### src/rtl/rfaludm_ctrl_fsm.sv
// Multi-cycle control sequencer for the RF/ALU/DM datapath.
// Accepts one instruction per valid/ready handshake, latches it in IR and steps the
// datapath controls through DECODE, EXEC, MEM and WB for R-type, lw, sw and beq.
// Optional feature macro: RFALUDM_MEM_WAIT_EN stretches MEM to MEM_WAIT+1 cycles.
module rfaludm_ctrl_fsm #(
  parameter int unsigned CNT_W    = 16,
  parameter int unsigned MEM_WAIT = 2
) (
  input  logic             clock,
  input  logic             reset,
  input  logic             instr_valid,
  output logic             instr_ready,
  input  logic [31:0]      instr,
  input  logic             Zero,
  output logic [4:0]       rs,
  output logic [4:0]       rt,
  output logic [4:0]       rd,
  output logic [15:0]      SEin,
  output logic [1:0]       ALUop,
  output logic             RegDst,
  output logic             ALUSrc,
  output logic             MemtoReg,
  output logic             MemRead,
  output logic             MemWrite,
  output logic             RegWrite,
  output logic             branch_taken,
  output logic             illegal_op,
  output logic             done,
  output logic [CNT_W-1:0] retire_count
);

  typedef enum logic [2:0] {StIdle, StDecode, StExec, StMem, StWb} state_e;

  localparam logic [5:0] OpR   = 6'h00;
  localparam logic [5:0] OpLw  = 6'h23;
  localparam logic [5:0] OpSw  = 6'h2B;
  localparam logic [5:0] OpBeq = 6'h04;

  // Catch nonsensical configurations at elaboration time.
  if (CNT_W == 0 || MEM_WAIT > 65535) begin : g_param_err
    $error("rfaludm_ctrl_fsm: CNT_W must be nonzero and MEM_WAIT below 65536");
  end

  state_e             state_q, state_d;
  logic [31:0]        ir_q, ir_d;
  logic [CNT_W-1:0]   retire_q, retire_d;
  logic               mem_last;

  logic [5:0] op;
  logic       is_r, is_lw, is_sw, is_beq, is_legal;

  assign op       = ir_q[31:26];
  assign is_r     = (op == OpR);
  assign is_lw    = (op == OpLw);
  assign is_sw    = (op == OpSw);
  assign is_beq   = (op == OpBeq);
  assign is_legal = is_r | is_lw | is_sw | is_beq;

`ifdef RFALUDM_MEM_WAIT_EN
  localparam int unsigned WaitW = (MEM_WAIT > 0) ? $clog2(MEM_WAIT + 1) : 1;
  logic [WaitW-1:0] wait_q, wait_d;
  assign mem_last = (wait_q == '0);
`else
  assign mem_last = 1'b1;
`endif

  // Next-state, IR load, wait counter and retire counter.
  always_comb begin
    state_d  = state_q;
    ir_d     = ir_q;
    retire_d = done ? retire_q + CNT_W'(1) : retire_q;
`ifdef RFALUDM_MEM_WAIT_EN
    wait_d   = wait_q;
`endif
    case (state_q)
      StIdle: begin
        if (instr_valid) begin
          ir_d    = instr;
          state_d = StDecode;
        end
      end
      StDecode: state_d = is_legal ? StExec : StIdle;
      StExec: begin
        if (is_beq) begin
          state_d = StIdle;
        end else if (is_r) begin
          state_d = StWb;
        end else begin
          state_d = StMem;
`ifdef RFALUDM_MEM_WAIT_EN
          wait_d  = WaitW'(MEM_WAIT);
`endif
        end
      end
      StMem: begin
        if (mem_last) begin
          state_d = is_lw ? StWb : StIdle;
        end
`ifdef RFALUDM_MEM_WAIT_EN
        else begin
          wait_d = wait_q - 1'b1;
        end
`endif
      end
      StWb:    state_d = StIdle;
      default: state_d = StIdle;
    endcase
  end

  // State registers with synchronous reset.
  always_ff @(posedge clock) begin
    if (reset) begin
      state_q  <= StIdle;
      ir_q     <= '0;
      retire_q <= '0;
`ifdef RFALUDM_MEM_WAIT_EN
      wait_q   <= '0;
`endif
    end else begin
      state_q  <= state_d;
      ir_q     <= ir_d;
      retire_q <= retire_d;
`ifdef RFALUDM_MEM_WAIT_EN
      wait_q   <= wait_d;
`endif
    end
  end

  // Datapath controls decoded from state and IR; everything forced low while reset is high.
  always_comb begin
    instr_ready  = 1'b0;
    rs           = '0;
    rt           = '0;
    rd           = '0;
    SEin         = '0;
    ALUop        = 2'b00;
    RegDst       = 1'b0;
    ALUSrc       = 1'b0;
    MemtoReg     = 1'b0;
    MemRead      = 1'b0;
    MemWrite     = 1'b0;
    RegWrite     = 1'b0;
    branch_taken = 1'b0;
    illegal_op   = 1'b0;
    done         = 1'b0;
    retire_count = '0;
    if (!reset) begin
      rs           = ir_q[25:21];
      rt           = ir_q[20:16];
      rd           = ir_q[15:11];
      SEin         = ir_q[15:0];
      retire_count = retire_q;
      // ALUop/ALUSrc hold from EXEC to the end so DM address and WB data stay stable.
      if (state_q == StExec || state_q == StMem || state_q == StWb) begin
        ALUop  = is_r ? 2'b10 : (is_beq ? 2'b01 : 2'b00);
        ALUSrc = is_lw | is_sw;
      end
      case (state_q)
        StIdle:   instr_ready = 1'b1;
        StDecode: illegal_op  = ~is_legal;
        StExec: begin
          if (is_beq) begin
            branch_taken = Zero;
            done         = 1'b1;
          end
        end
        StMem: begin
          MemRead  = is_lw;
          MemWrite = is_sw & mem_last;
          done     = is_sw & mem_last;
        end
        StWb: begin
          RegWrite = 1'b1;
          RegDst   = is_r;
          MemtoReg = is_lw;
          MemRead  = is_lw;
          done     = 1'b1;
        end
        default: ;
      endcase
    end
  end

endmodule

### config.mk
export PLATFORM = sky130hd
export DESIGN_NAME = rfaludm_ctrl_fsm
export DESIGN_NICKNAME = d
export VERILOG_FILES = /design/src/rtl/rfaludm_ctrl_fsm.sv
export SDC_FILE = /design/constraint.sdc
export NUM_CORES = 1
export LEC_CHECK = 0
export BUFFER_PORTS_ARGS = -buffer_cell sky130_fd_sc_hd__buf_4
export CAP_MARGIN = 20
export CORE_UTILIZATION = 53
export DETAILED_ROUTE_END_ITERATION = 16
export PLACE_DENSITY = 0.85
export SYNTH_ARGS = -nofsm -noshare
export SYNTH_HDL_FRONTEND = slang
export SYNTH_SLANG_ARGS = --single-unit
### constraint.sdc
create_clock -name clock -period 3.5 [get_ports clock]
set_input_delay 0.35 -clock clock [delete_from_list [all_inputs] [get_ports clock]]
set_output_delay 0.35 -clock clock [all_outputs]
set_load 0.05 [all_outputs]
# --- Word level (Yosys, flattened, before mapping) ---
# Index checks and enable logic that the tools add are counted.
word_totals:
  ff_bits: 51
  latchBits: 0
  memories: 0
  wordCells: 60
  mem_bits_ro: 0
  inputBits: 36
  ramBits: 0
  out_inout_bits: 59
op_classes:
  mux: 37
  n_bitwise: 5
  shift: 0
  mul: 0
  n_lt_le_gt_ge: 0
  div: 0
  eq_ne: 8
  add_sub_neg: 1
  reduce_logical: 6
ops:
  columns: ["cell", "n"]
  rows:
  - ["16-bit 2-to-1 mux", 2]
  - ["1-bit 2-to-1 mux", 22]
  - ["16-bit by 1-bit adder with 16-bit output, second input constant", 1]
  - ["5-bit 2-to-1 mux", 3]
  - ["6-bit == test, second input constant", 2]
  - ["3-bit 2-to-1 mux", 4]
  - ["3-bit case mux with 4 select lines", 1]
  - ["2-bit 2-to-1 mux", 4]
  - ["3-bit by 2-bit == test with 1-bit output, second input constant", 2]
  - ["6-bit by 3-bit == test with 1-bit output, second input constant", 1]
  - ["6-bit zero test", 1]
  - ["1-bit OR", 4]
  - ["3-bit by 1-bit == test with 1-bit output, second input constant", 1]
  - ["3-bit == test, second input constant", 1]
  - ["3-bit zero test", 1]
  - ["1-bit case mux with 3 select lines", 1]
  - ["1-bit logical OR", 2]
  - ["2-bit inequality test, second input constant", 1]
  - ["2-bit AND reduction", 1]
  - ["2-bit OR reduction", 1]
  - ["1-bit NOT", 1]

# --- Depth between registers and ports, before layout ---
# Gate-level depths: netlist (run 1).
depth:
  depth_word: 7
  depth_mapped: 8
  mapped_depth_nobuf: 6

# --- Worst setup path before layout (run 1) ---
# No wires, ideal clock.
synth_path:
  kind: "register to output"
  startpoint: "register state_q[2]"
  endpoint: "output port MemtoReg"
  path_buffers: 1
  required_ps: 3150
  setup_slack_ps: 127
  stages_incl_launch_ff: 4
  arrival_time_ps: 3023
  path_cell_list: "dfxtp_1 -> buf_4 -> nor4b_4 -> nor4b_1"
synth_via:
  elab_chain_len: 3
synth_rtl:
  columns: ["item", "line", "rtl"]
  rows:
  - ["from (decl)", "44", "state_e state_q, state_d;"]
  - ["from (signal assigned)", "113", "state_q <= StIdle;"]
  - ["from (signal assigned)", "120", "state_q <= state_d;"]
  - ["3-bit == test", "158", "case (state_q)"]
  - ["1-bit 2-to-1 mux", "158", null]
  - ["1-bit 2-to-1 mux", "147", "if (!reset) begin"]
  - ["to (decl)", "22", "output logic MemtoReg,"]
# No other way between the ends.

# --- Worst setup path in the final report (run 1) ---
layout_path:
  startpoint: "register state_q[1]"
  endpoint: "output port done"
layout_via:
  elab_chain_len: 3
  word_cells_on_any_way: 5
  cone_classes: "eq/ne: 3; mux: 2"
layout_rtl:
  columns: ["item", "line", "rtl"]
  rows:
  - ["3-bit == test or 3-bit by 2-bit == test with 1-bit output (tied branches)", "158", null]
  - ["1-bit case mux with 3 select lines *", "158", null]
  - ["1-bit 2-to-1 mux *", "147", null]
  - ["to (decl)", "28", "output logic done,"]
# Mark *: on every way between the ends. The rest lies on a longest branch, timed or not.

==> results_dict.tcl, run 1 <==
set metrics [dict create \
    combPwrFrac_pct 19.6 \
    die-area_um2 5130 \
    hp-start "instr[11]" \
    pre_cts_ws_ns 1.04 \
    antenna_cells 0 \
    ys_ff_latch 51 \
    setup_viol 0 \
    status "completed" \
    wl_per_cell_um 13.3 \
    cp_max_fo 11 \
    htreeDepth 2 \
    hpwl_um 4390 \
    rr_endpoint "retire_q[11]$_SDFFE_PP0P_" \
    grt_first_pass_wirelength_um 9920 \
    viasPerCell 5.32 \
    synth_top_area_share_pct 39.7 \
    dr_total_vias 2431 \
    setup_tns_ns 0 \
    synthCells 325 \
    hold_viol_final 0 \
    cp-end-kind "output port" \
    ff2ff_setup_slack_ns 1.02 \
    power.density_nw_per_um2 377 \
    yosysWarningCount 0 \
    switching_share_pct 29.9 \
    avgSynthCellArea_um2 7.91 \
    cp_slowest_cell "nor4bb_1" \
    cts_resized 0 \
    totalWireLength_um 6100 \
    drv_slew 0 \
    drtIter0Drc 167 \
    synth_top_cell_by_area "dfxtp_1" \
    critPathKind "register to output port" \
    clockBufferDepth 2 \
    power_mw 1.25 \
    dpl.cell_count 449 \
    firstDrtPassIters 4 \
    die_width_um 71.6 \
    fin_nets 441 \
    reg2reg_from "state_q[1]$_SDFFE_PP0P_" \
    syn_area_um2 2570 \
    min_to "ir_q[11]$_SDFFE_PP0P_" \
    finClkSkew_ns 0.00569 \
    grt.total_usage_pct 24.1 \
    io_pins 95 \
    rows 24 \
    ys_types 38 \
    path_cells "nor4b_4, nor4bb_1, nor3_4, inv_1, buf_4" \
    cp.required_ns 3.15 \
    cts_tree "done" \
    min_period_ns 2.64 \
    rsz0062_at_grt "no" \
    antenna_found_initial 0 \
    post-route-period-util_pct 75.3 \
    async_flop_share_pct 0 \
    cpPeakStageDelay_ns 0.62 \
    setup_slack_ns 0.864 \
    placed_area_um2 3220 \
    p_clk_share_pct 30.1 \
    seq_power_share_pct 50.3 \
    worst-r2r-cell-count 5 \
    clk-insertion-delay-late_ns 0.31 \
    post-route-util_pct 73.7 \
    core_area_um2 4500 \
    first_global_vias 2224 \
    grt_max_degree 96 \
    syn2layout_area_growth_pct 29.2 \
    gp_congestion 0.852 \
    critPathArrivalTime_ns 2.29 \
    critPathLaunchType "register" \
    post_cts_buffers 0 \
    p_int_mw 0.879 \
    fin_area_um2 3320 \
    cellLeakagePower_nw 1.42 \
    postCtsHoldBufs 0 \
    initial_core_util_pct 57.1 \
    synth-main-ff-cell "dfxtp_1" \
    synthMostInstantiatedCell "nand2_1" \
    io_buffers 94 \
    max-vdd-ir-drop_uv 286 \
    final_layout_size_suffix_gt1_share_pct 29.4 \
    synth_edf_count 0 \
    fillers 377 \
    cts_buffers 5 \
    drc 0 \
    fin_cells 457 \
    clock-root-buffer "clkbuf_8" \
    min_path_type "input pin to register" \
    clock.fmax_mhz 379 \
    die_h_um 71.6 \
    ant_nets 0 \
    p_switching_mw 0.374 \
    grt_overflow 0 \
    clkSinkCount 51 \
    path_clk_slew_ns 0.09 \
    synth_common_cells "77 x nand2_1, 51 x dfxtp_1, 43 x nor2b_1" \
    ys_top_cells_by_area "dfxtp_1 40%, nand2_1 11%, nor2b_1 10%" \
    syn_nets 362 \
    holdWs_ns 0.281 \
    tightest_slew_ns 0.882 \
    slew_headroom_pct 41.2 \
    ys_seq_area_share_pct 39.7 \
    min_path_cells 3 \
    drv_cap 0 \
]
==> cell usage in the layout, fill, tap and decap left out, types with 4 or more instances in the layout <==
cell and count:
nand2_1 77, nor2_1 12, xor2_1 5, nand4_1 4, clkbuf_8 7, o21ai_0 5, dfxtp_1 51, a21oi_1 37
nor3_1 9, o31ai_1 5, inv_1 4, nor4_1 4, buf_4 97, nor2b_1 43, mux2_2 5
==> layout make-up <==
class | instances | area, µm² | share of cell area, %
clock buffers | 7 | 96.3 | 2.90
inverters | 4 | 15.0 | 0.452
well taps | 52 | 65.1 | 1.96
clock inverters | 1 | 7.51 | 0.226
repair buffers | 98 | 733 | 22.1
flip-flops and latches | 51 | 1020 | 30.7
multi-input cells | 244 | 1380 | 41.6
==> worst max-delay path: cells and delay by family, from the launching register on <==
kind / cells / cell delay (ns)
AND/OR/NAND/NOR: 3 / 1.06
flip-flops: 1 / 0.58
buffers and inverters: 2 / 0.33
==> worst max-delay path by stage <==
stage                                  startpoint                        end  slack, ns  depth (start not counted)
final                     state_q[1]$_SDFFE_PP0P_                       done       0.86                          5
after global routing      state_q[1]$_SDFFE_PP0P_                       done       0.69                          5
after CTS                 state_q[1]$_SDFFE_PP0P_                       done       0.85                          5
after detailed placement  state_q[1]$_SDFFE_PP0P_  retire_q[11]$_SDFFE_PP0P_       1.04                          5
after global placement    state_q[1]$_SDFFE_PP0P_  retire_q[11]$_SDFFE_PP0P_       0.76                          5
after floorplan           state_q[2]$_SDFFE_PP0P_                   MemtoReg       0.13                          3
==> power groups by stage <==
stage / Sequential (mW) / Combinational, mW / Clock, mW
floorplan: 0.634 / 0.180 / 0
global placement: 0.641 / 0.241 / 0
detailed placement: 0.643 / 0.245 / 0
CTS: 0.630 / 0.246 / 0.381
global route: 0.635 / 0.265 / 0.406
finish: 0.630 / 0.246 / 0.377
==> flip-flops by register name, summed over array words and instances (netlist names) <==
| signal | count |
|---|---|
| ir_q | 32 |
| retire_q | 16 |
| state_q | 3 |
==> kinds of logic after synthesis <==
| kind of cell | share of synthesized area, % |
|---|---|
| simple gates | 37.1 |
| compound gates | 12.1 |
| flops | 39.7 |
| buf+inv | 6.72 |
| xor+xnor | 1.70 |
| mux | 2.19 |
| fa+ha+maj | 0.487 |
==> per-layer routing <==
layer	track usage (%)	vias up	wire, µm
met5	0	-	0
met4	7.41	0	76
met2	39.9	66	2990
met3	7.03	7	381
met1	30.5	1110	2650
li1	-	1248	-
(Power assumes the default switching activity.)
==> run 2: changes to the inputs <==
- CORE_UTILIZATION: 53 -> 49
- PLACE_DENSITY: 0.85 -> 0.79
- clock period: 3.5 -> 2.5 ns (I/O delays scaled with it)
==> run 2 against run 1 <==
Effect of this change: clock skew up 0.0039 ns; flip-flop and latch count is the same; worst hold slack got worse by 0.11 ns; global-route usage shrank 2.3 points; combinational power is 41% higher.
==> results_dict.tcl, run 2 (same netlist as run 1, synthesis figures left out) <==
set metrics [dict create \
    grt_overflow 0 \
    viasPerCell 5.15 \
    final_cell_mix "99 x buf_4, 77 x nand2_1, 51 x dfxtp_1" \
    die-area_um2 5540 \
    largest_reg_flops 32 \
    hold_viol_final 0 \
    setup_viol 0 \
    p_int_mw 1.28 \
    layout_commonest_cell "buf_4" \
    post-route-period-util_pct 92.3 \
    reg.largest.list "ir_q: 32 flops, retire_q: 16 flops, state_q: 3 flops" \
    regMostFlops "ir_q" \
    path_clk_slew_ns 0.10 \
    hpwl_um 4390 \
    post_cts_buffers 0 \
    holdWs_ns 0.174 \
    antenna_cells 0 \
    post-route-util_pct 69.3 \
    clock.fmax_mhz 433 \
    slew_headroom_pct 62.9 \
    totalWireLength_um 6070 \
    dpl.cell_count 465 \
    critPathArrivalTime_ns 2.06 \
    initial_core_util_pct 52.7 \
    power.density_nw_per_um2 536 \
    tightest_slew_ns 0.554 \
    dr_total_vias 2435 \
    min_path_type "input pin to register" \
    drv_cap 0 \
    p_clk_share_pct 32.2 \
    grt.total_usage_pct 21.8 \
    grt_first_pass_wirelength_um 9330 \
    wl_per_cell_um 12.8 \
    io_pins 95 \
    htreeDepth 2 \
    ant_nets 0 \
    die_h_um 74.4 \
    rsz0062_at_grt "no" \
    postCtsHoldBufs 0 \
    switching_share_pct 29.3 \
    drtIter0Drc 128 \
    fin_nets 442 \
    final_layout_size_suffix_gt1_share_pct 30.0 \
    max-vdd-ir-drop_uv 333 \
    finClkSkew_ns 0.00962 \
    io_buffers 94 \
    status "completed" \
    critPathKind "register to output port" \
    first_global_vias 2200 \
    clock-root-buffer "clkbuf_8" \
    antenna_found_initial 0 \
    die_width_um 74.4 \
    cts_tree "done" \
    fin_cells 473 \
    firstDrtPassIters 4 \
    min_period_ns 2.31 \
    critPathLaunchType "register" \
    rows 25 \
    p_switching_mw 0.531 \
    combPwrFrac_pct 19.2 \
    fillers 445 \
    clkSinkCount 51 \
    pre_cts_ws_ns 0.370 \
    cts_resized 0 \
    cp-end-kind "output port" \
    seq_power_share_pct 48.7 \
    core_area_um2 4880 \
    clockBufferDepth 2 \
    setup_slack_ns 0.192 \
    drv_slew 0 \
    drc 0 \
    syn2layout_area_growth_pct 31.6 \
    setup_tns_ns 0 \
    cp_max_fo 11 \
    clk-insertion-delay-late_ns 0.31 \
    gp_congestion 0.860 \
    grt_max_degree 58 \
    cts_buffers 5 \
    cellLeakagePower_nw 1.43 \
    cp.required_ns 2.25 \
]
## run 2: cell count changes in the layout (fill, tap and decap cells not counted), sizes merged
cell | previous run | this run
buf | 98 | 99
bufinv | 0 | 1
clkbuf | 7 | 5
inv | 4 | 5
## run 2: area by class of cell
type	instances	area, µm²	share of cell area, %
multi-input combinational	244	1400	41.5
sequential	51	1020	30.2
timing repair buffer	99	743	22.0
tap	67	83.8	2.48
clock buffer	5	68.8	2.03
clock inverter	3	46.3	1.37
inverter	4	15.0	0.444
## run 2: power groups by stage
stage | sequential, mW | clock [mW] | combinational [mW]
3_3_place_gp | 0.898 | 0 | 0.343
3_5_place_dp | 0.901 | 0 | 0.347
6_report | 0.882 | 0.583 | 0.347
4_1_cts | 0.882 | 0.601 | 0.348
2_1_floorplan | 0.888 | 0 | 0.254
5_1_grt | 0.889 | 0.628 | 0.375
## run 2: metal layers
metal  global-route usage, %  part of all wire, %  vias to the layer above
li1                        -                    -                     1244
met1                    25.4                   44                     1114
met2                    36.4                   48                       67
met3                    7.86                  6.4                       10
met4                    8.81                  1.5                        0
met5                       0                    0                        -
## run 2: path summary, 6_finish.rpt
check	start	end	slack (ns)	depth (start not counted)
max	state_q[2]$_SDFFE_PP0P_	MemtoReg	0.19	3
min	instr[8]	ir_q[8]$_SDFFE_PP0P_	0.17	3
max reg2reg	state_q[1]$_SDFFE_PP0P_	retire_q[11]$_SDFFE_PP0P_	0.33	6
min reg2reg	ir_q[8]$_SDFFE_PP0P_	ir_q[8]$_SDFFE_PP0P_	0.45	2
## run 2: critical path, cell delays in order (launching register included)
cell     delay [ns]
dfxtp_1        0.61
nor4b_4        0.56
nor4b_4        0.33
buf_4          0.25
## run 2: stage by stage
stage                     instance area (µm²)  power [mW]
after floorplan                          2590        1.14
after global placement                   3270        1.24
after detailed placement                 3270        1.25
after CTS                                3380        1.83
after global routing                     3380        1.89
final                                    3380        1.81
